**src/rtl/seq_match_pkg.sv**
```systemverilog
// Shared state encoding for the sequence-recognition FSM.
// The enum values double as the Status output encoding.
package seq_match_pkg;

  localparam int STATE_W = 3;

  typedef enum logic [STATE_W-1:0] {
    S_IDLE   = 3'b000,
    S_ARMED  = 3'b001,
    S_MATCH  = 3'b010,
    S_LOCKED = 3'b011
  } state_t;

  localparam logic [STATE_W-1:0] STATUS_IDLE   = 3'b000;
  localparam logic [STATE_W-1:0] STATUS_ARMED  = 3'b001;
  localparam logic [STATE_W-1:0] STATUS_MATCH  = 3'b010;
  localparam logic [STATE_W-1:0] STATUS_LOCKED = 3'b011;

endpackage

```
**src/rtl/seq_match_timer.sv**
```systemverilog
// Idle-cycle counter that abandons a partial match after TIMEOUT quiet cycles.
// o_Tc fires on the edge where the count would reach TIMEOUT; the counter then restarts at zero.
module seq_match_timer
  import seq_match_pkg::*;
#(
  parameter int TIMEOUT = 15
) (
  input  logic Clock,
  input  logic Reset,
  input  logic i_Clear,
  input  logic i_Enable,
  output logic o_Tc
);

  localparam int CW = $clog2(TIMEOUT + 1);

  logic [CW-1:0] r_Count;

  assign o_Tc = i_Enable && !i_Clear && (r_Count == CW'(TIMEOUT - 1));

  always_ff @(posedge Clock) begin
    if (Reset) begin
      r_Count <= '0;
    end else if (i_Clear || o_Tc) begin
      r_Count <= '0;
    end else if (i_Enable) begin
      r_Count <= r_Count + CW'(1);
    end
  end

endmodule

```
**src/rtl/seq_match_fsm.sv**
```systemverilog
// Run-time programmable sequence matcher: pulses Match on each complete pattern,
// locks after LOCK_AFTER matches, and drops partial matches after an idle timeout.
module seq_match_fsm
  import seq_match_pkg::*;
#(
  parameter int SYM_W      = 2,
  parameter int DEPTH      = 4,
  parameter int TIMEOUT    = 15,
  parameter int LOCK_AFTER = 2
) (
  input  logic                         Clock,
  input  logic                         Reset,
  input  logic                         i_Start,
  input  logic                         i_ClearLock,
  input  logic [DEPTH*SYM_W-1:0]       i_Pattern,
  input  logic [SYM_W-1:0]             i_Sym,
  input  logic                         i_SymValid,
  output logic                         o_Armed,
  output logic                         o_Match,
  output logic                         o_Timeout,
  output logic                         o_Locked,
  output logic [$clog2(DEPTH+1)-1:0]   o_Progress,
  output logic [STATE_W-1:0]           o_Status
);

  localparam int PW = $clog2(DEPTH + 1);
  localparam int CW = $clog2(LOCK_AFTER + 1);

  state_t                 r_State;
  logic [DEPTH*SYM_W-1:0] r_Pattern;
  logic [PW-1:0]          r_Progress;
  logic [CW-1:0]          r_MatchCount;
  logic                   r_Timeout;

  state_t                 w_NextState;
  logic [PW-1:0]          w_NextProgress;
  logic [CW-1:0]          w_NextCount;
  logic [CW-1:0]          w_CountInc;
  logic                   w_LoadPattern;
  logic                   w_NextTimeout;
  logic                   w_TimerClear;
  logic                   w_TimerEnable;
  logic                   w_TimerTc;
  logic [SYM_W-1:0]       w_ExpSym;
  logic [SYM_W-1:0]       w_FirstSym;

  seq_match_timer #(
    .TIMEOUT(TIMEOUT)
  ) u_timer (
    .Clock    (Clock),
    .Reset    (Reset),
    .i_Clear  (w_TimerClear),
    .i_Enable (w_TimerEnable),
    .o_Tc     (w_TimerTc)
  );

  // Select the pattern symbol the next accepted symbol must equal.
  always_comb begin
    w_ExpSym = r_Pattern[SYM_W-1:0];
    for (int k = 0; k < DEPTH; k++) begin
      if (r_Progress == PW'(k)) begin
        w_ExpSym = r_Pattern[k*SYM_W +: SYM_W];
      end
    end
  end

  assign w_FirstSym = r_Pattern[SYM_W-1:0];
  assign w_CountInc = r_MatchCount + CW'(1);

  // Next-state logic; Start re-arms from every legal state and beats symbols and timeout.
  always_comb begin
    w_NextState    = r_State;
    w_NextProgress = r_Progress;
    w_NextCount    = r_MatchCount;
    w_LoadPattern  = 1'b0;
    w_NextTimeout  = 1'b0;
    w_TimerClear   = 1'b1;
    w_TimerEnable  = 1'b0;

    case (r_State)
      S_IDLE: begin
        if (i_Start) begin
          w_NextState    = S_ARMED;
          w_LoadPattern  = 1'b1;
          w_NextProgress = '0;
          w_NextCount    = '0;
        end
      end
      S_ARMED: begin
        if (i_Start) begin
          w_LoadPattern  = 1'b1;
          w_NextProgress = '0;
          w_NextCount    = '0;
        end else if (i_SymValid) begin
          if (i_Sym == w_ExpSym) begin
            w_NextProgress = r_Progress + PW'(1);
            if (r_Progress == PW'(DEPTH - 1)) begin
              w_NextState = S_MATCH;
            end
          end else if (i_Sym == w_FirstSym) begin
            w_NextProgress = PW'(1);
          end else begin
            w_NextProgress = '0;
          end
        end else if (r_Progress != '0) begin
          w_TimerClear  = 1'b0;
          w_TimerEnable = 1'b1;
          if (w_TimerTc) begin
            w_NextProgress = '0;
            w_NextTimeout  = 1'b1;
          end
        end
      end
      S_MATCH: begin
        w_NextProgress = '0;
        if (i_Start) begin
          w_NextState   = S_ARMED;
          w_LoadPattern = 1'b1;
          w_NextCount   = '0;
        end else begin
          w_NextCount = w_CountInc;
          w_NextState = (w_CountInc == CW'(LOCK_AFTER)) ? S_LOCKED : S_ARMED;
        end
      end
      S_LOCKED: begin
        if (i_Start) begin
          w_NextState    = S_ARMED;
          w_LoadPattern  = 1'b1;
          w_NextProgress = '0;
          w_NextCount    = '0;
        end else if (i_ClearLock) begin
          w_NextState = S_IDLE;
        end
      end
      default: begin
        w_NextState    = S_IDLE;
        w_NextProgress = '0;
        w_NextCount    = '0;
      end
    endcase
  end

  always_ff @(posedge Clock) begin
    if (Reset) begin
      r_State      <= S_IDLE;
      r_Pattern    <= '0;
      r_Progress   <= '0;
      r_MatchCount <= '0;
      r_Timeout    <= 1'b0;
    end else begin
      r_State      <= w_NextState;
      r_Progress   <= w_NextProgress;
      r_MatchCount <= w_NextCount;
      r_Timeout    <= w_NextTimeout;
      if (w_LoadPattern) begin
        r_Pattern <= i_Pattern;
      end
    end
  end

  assign o_Armed    = (r_State == S_ARMED);
  assign o_Match    = (r_State == S_MATCH);
  assign o_Locked   = (r_State == S_LOCKED);
  assign o_Status   = r_State;
  assign o_Progress = r_Progress;
  assign o_Timeout  = r_Timeout;

endmodule

```
**config.mk**
```make
export PLATFORM = sky130hd
export DESIGN_NAME = seq_match_fsm
export DESIGN_NICKNAME = d
export VERILOG_FILES = /design/src/rtl/seq_match_pkg.sv /design/src/rtl/seq_match_timer.sv /design/src/rtl/seq_match_fsm.sv
export SDC_FILE = /design/constraint.sdc
export NUM_CORES = 1
export LEC_CHECK = 0
export ABC_AREA = 1
export BUFFER_PORTS_ARGS = -buffer_cell sky130_fd_sc_hd__buf_2
export CORE_MARGIN = 4
export CORE_UTILIZATION = 45
export CTS_CLUSTER_DIAMETER = 200
export DETAILED_ROUTE_END_ITERATION = 10
export GPL_TIMING_DRIVEN = 0
export PLACE_DENSITY_LB_ADDON = 0.15
export SYNTH_ARGS = -nofsm -noshare
export SYNTH_HDL_FRONTEND = slang
export SYNTH_SLANG_ARGS = --single-unit
```
**constraint.sdc**
```tcl
create_clock -name Clock -period 2.2 [get_ports Clock]
set_input_delay 0.44 -clock Clock [delete_from_list [all_inputs] [get_ports Clock]]
set_output_delay 0.44 -clock Clock [all_outputs]
set_load 0.02 [all_outputs]
```
### Word level (Yosys, flattened, before mapping)

Cells that the tools add are included.

* register bits: 21
* bits in latches: 0
* RAM bits: 0
* memory bits (read-only): 0
* bits of input ports: 15
* output and inout bits: 10
* memories: 0

* $add $sub $neg: 3
* multiply operators: 0
* divide/modulo/power cells: 0
* order comparisons: 0
* eq/ne operators: 20
* shifts and indexed selects: 0
* muxes and demuxes: 35
* bitwise operators: 2
* reduce and logical (&&, ||, !) cells: 13

Operators with widths (count)
* 3-bit 2-to-1 mux: 13
* 2-bit 2-to-1 mux: 7
* 3-bit by 2-bit == test with 1-bit output, second input constant: 4
* 1-bit 2-to-1 mux: 12
* 3-bit one-hot mux with 4 select lines: 1
* 2-bit by 1-bit != test with 1-bit output, second input constant: 4
* 4-bit by 3-bit != test with 1-bit output, second input constant: 2
* 3-bit by 1-bit == test with 1-bit output, second input constant: 2
* 2-bit != test, second input constant: 3
* 3-bit one-hot mux with 2 select lines: 1
* 6-bit AND reduction: 1
* 5-bit OR reduction: 1
* 4-bit by 1-bit adder with 4-bit output, second input constant: 1
* 2-bit == test: 2
* 4-bit == test, second input constant: 1
* 2-bit one-hot mux with 2 select lines: 1
* 2-bit OR reduction: 2
* 4-bit OR reduction: 1
* 3-bit by 1-bit adder with 3-bit output, second input constant: 1
* 3-bit logical NOT: 1
* 3-bit != test, second input constant: 1
* 3-bit AND reduction: 1
* 3-bit nonzero test: 1
* 3-bit OR reduction: 1
* other kinds (6): 8

### Depth between registers and ports, before layout

* word-level depth: 13
* depth in mapped cells: 15
* mapped depth without buffers: 15

### By module

A second synthesis with hierarchy kept.

* cell total of the unflattened synthesis: 182
* area total of the unflattened synthesis: 1247.4 um2

Modules (own cells, without submodules)
* seq_match_fsm: instances 1, cells an instance 150, area each 1028.5 um2
* seq_match_timer: instances 1, cells an instance 32, area each 219.0 um2

### Worst setup path after synthesis

No wires, ideal clock.

* path kind: flip-flop to flip-flop
* start point: reg r_Progress[0], in the netlist o_Progress[0]
* end point: reg r_State[0], in the netlist o_Status[0]
* library setup time: 114 ps
* arrival: 1683 ps
* data required time: 2086 ps
* setup slack: 403 ps
* stages on the path, launching flop included: 13
* buffers on the path: 0
* clock period less this slack: 1797 ps
* cells stage by stage: dfxtp_1 -> ha_1 -> ha_1 -> inv_2 -> or2_2 -> nand2_1 -> nand2_2 -> nand2_4 -> nand3_2 -> nand2_2 -> nand3_2 -> nand2_1 -> nor2_2

* cells in the longest elaborated chain, start to end: 7
* elaborated cells on any way between the ends: 10

RTL lines
* start, declared: RTL line seq_match_fsm.sv:31 `logic [PW-1:0] r_Progress;`
* start signal, assigned: RTL line seq_match_fsm.sv:152 `r_Progress <= w_NextProgress;`
* 3-bit by 1-bit == test with 1-bit output: RTL line seq_match_fsm.sv:61 `if (r_Progress == PW'(k)) begin`
* 2-bit 2-to-1 mux (3 in series): RTL line seq_match_fsm.sv:61
* 2-bit == test: RTL line seq_match_fsm.sv:95 `if (i_Sym == w_ExpSym) begin`
* 2-bit by 1-bit != test with 1-bit output (no line)
* 6-bit AND reduction (no line) (*)
* end signal, assigned: RTL line seq_match_fsm.sv:151 `r_State <= w_NextState;`
* end, declared: RTL line seq_match_fsm.sv:29 `state_t r_State;`

Mark *: on every way between the ends. The rest lies on a longest branch, timed or not.
A chain may end at the register's enable or synchronous reset.

### Worst setup path in the final report

Same ends and word-level chain as after synthesis.

==> impl_metrics.json <==
{
  "max_stage_delay_ns": 0.44,
  "grtUsageTotal": 0.168,
  "fmax_ghz": 0.556,
  "worst_skew_pair.late_latency_ns": 0.31,
  "die_width_um": 60.1,
  "grt_pass1_wl_um": 4550,
  "fin_crit_ns": 1.80,
  "netlist_area_um2": 1220,
  "yosysTopAreaCell": "dfxtp_1",
  "vias": 1095,
  "cts_buffers": 3,
  "status": "finished, final reports clean",
  "hold_path_end": "r_Pattern[7]",
  "yosys.area.top_type_share": 0.328,
  "power_frac_seq": 0.375,
  "fin_crit_sh": 0.818,
  "antenna_found_initial": 0,
  "grt_pass1_vias": 1113,
  "rr_worst_depth": 12,
  "synth-seq-cells": 20,
  "rows": 18,
  "combPwrFrac": 0.354,
  "power.density_nw_per_um2": 795,
  "internal_power_uw": 727,
  "grt_max_degree": 13,
  "crit_fanout": 6,
  "critPathRequiredTime_ns": 2.42,
  "die-area_um2": 3610,
  "synthTopCellsByArea": "dfxtp_1 33%, ha_1 12%, nand2_1 8.3%, inv_1 7.4%, a21oi_1 5.3%",
  "power.switching_uw": 402,
  "first_iter_violations": 24,
  "hold_viol_final": 0,
  "clock_sinks": 20,
  "worst_setup_path_start_kind": "register",
  "cts_tree": "done",
  "final_layout_size_suffix_gt1_frac": 0.264,
  "tns_ns": 0,
  "diodes": 0,
  "layout_commonest_cell": "nand2_1",
  "endpoint_kind": "register",
  "routed_via_density": 4.91,
  "ys_warn_count": 0,
  "holdCritStartpoint": "i_Pattern[7]",
  "ant_nets": 0,
  "whs_ns": 0.352,
  "dr.pass1.iters": 4,
  "syn_inst": 167,
  "hpwl_um": 2000,
  "synth.avg_cell_area_um2": 7.30,
  "crit_buf_inv": 1,
  "clk_pin_slew_ns": 0.12,
  "nNetsFinal": 221,
  "ys_seq_area_frac": 0.328,
  "cts_max_level": 1,
  "cpLargestDelayFamily": "simple AND/OR/NAND/NOR gates",
  "syn_nets": 194,
  "drt_drc_violations_left": 0,
  "p_sw_frac": 0.356,
  "area_delta_synth_final_pct": 16.4,
  "grt_remaining_overflow": 0,
  "fin_area_um2": 1420,
  "clock_path_buffers": 2,
  "cts_setup_buffers": 0,
  "rsz0062_at_grt": "no",
  "start_util": 0.484,
  "cts.repair.resized": 0,
  "whs_path_depth": 3,
  "p_clk_frac": 0.271,
  "postCtsHoldBufs": 0,
  "reg2reg_to": "o_Status[0]",
  "final_cell_mix": "27 x nand2_1, 24 x inv_1, 23 x buf_2",
  "crit_slowest_cell": "dfxtp_1",
  "ff2ff_setup_slack_ns": 0.40,
  "port_buffers": 22,
  "ios": 25,
  "wl_um": 2550,
  "critPathKind": "reg2reg",
  "dpl_cell_area_um2": 1370,
  "hold_path_class": "in2reg",
  "cp_data_arrival_time_ns": 2.02,
  "setup_violations": 0,
  "skew_ns": 0.00269,
  "die_h_um": 60.1,
  "slew_violations": 0,
  "wl_per_cell_um": 11.4,
  "ir_drop_mv": 0.627,
  "drv_cap": 0,
  "core_um2": 2520,
  "yosysUniqueCellTypes": 31,
  "cts_root_buffer": "clkbuf_4",
  "gp_congestion": 0.812,
  "leakagePower_nw": 0.696,
  "crit_chain": "ha_1 -> ha_1 -> inv_2 -> or2_2 -> nand2_1 -> nand2_2 -> nand2_4 -> nand3_2 -> nand2_2 -> nand3_2 -> nand2_1 -> nor2_2",
  "worstReg2RegStart": "o_Progress[0]"
}
-- synthesized netlist by cell type (all sizes together) --
master and count:
nand3b 1, xnor2 1, ha 12, or2 2
clkbuf 2, clkinv 1, nor3 1, nand3 16
nor2 16, a21oi 15, dfxtp 20, nand4 2
nand2 35, a22oi 1, inv 27, buf 2
a31oi 1, conb 1, o2111ai 1, o21ai 10
-- power groups by stage --
stage          Combinational (mW)  Clock, mW  Sequential [mW]
3_5_place_dp                0.400          0            0.432
6_report                    0.400      0.306            0.423
5_1_grt                     0.451      0.332            0.429
3_3_place_gp                0.392          0            0.428
2_1_floorplan               0.286          0            0.446
4_1_cts                     0.404      0.318            0.424
-- area by class of cell --
cell class,instances,area (um^2)
repair buffers,22,110
well taps,30,37.5
clock buffers,3,22.5
inverters,28,108
plain buffers,4,21.3
flip-flops and latches,20,400
multi-input cells,115,691
clock inverters,1,30.0
fillers,264,1100
-- registers in the layout, summed over array words and instances, names as in the netlist --
signal	count
r_Pattern	8
r_MatchCount	2
u_timer.r_Count	4
o_Progress	3
o_Timeout	1
o_Status	2
-- cells by family after synthesis --
kind of cell / after synthesis / synth area share
compound gates: 28 / 0.134
simple gates: 73 / 0.298
other cells: 1 / 0.00307
fa+ha+maj: 12 / 0.123
flops: 20 / 0.328
buf+inv: 32 / 0.106
xor+xnor: 1 / 0.00718
-- through the flow --
stage | worst slack (ns) | power [mW] | utilization | cells
after CTS | 0.375 | 1.15 | 0.563 | 223
after global placement | 0.444 | 0.820 | 0.542 | 219
after floorplan | 0.403 | 0.731 | - | 167
after detailed placement | 0.401 | 0.831 | 0.542 | 219
final | 0.400 | 1.13 | 0.563 | 223
after global routing | 0.259 | 1.21 | 0.563 | 223
-- metal layers --
metal  global-route usage  wire (um)
met1                0.184       1090
met2                0.302       1340
met3               0.0302         82
met4               0.0918         44
met5                    0          0
-- how the worst max path moves through the flow --
stage	from	to	slack, ns	cells past startpoint
3_3_place_gp	o_Progress[0]	o_Status[0]	0.44	12
3_5_place_dp	o_Progress[0]	o_Status[0]	0.40	12
5_1_grt	o_Progress[0]	o_Status[0]	0.26	12
2_1_floorplan	o_Progress[0]	o_Status[0]	0.40	12
6_report	o_Progress[0]	o_Status[0]	0.40	12
4_1_cts	o_Progress[0]	o_Status[0]	0.37	12
-- worst reg2reg max path: stages (launching register included) --
cell and delay [ns]:
dfxtp_1 0.44, ha_1 0.18, ha_1 0.15, inv_2 0.06, or2_2 0.29, nand2_1 0.08, nand2_2 0.06, nand2_4 0.07
nand3_2 0.08, nand2_2 0.10, nand3_2 0.07, nand2_1 0.08, nor2_2 0.03
No activity file was read; power rests on OpenSTA's default activity.
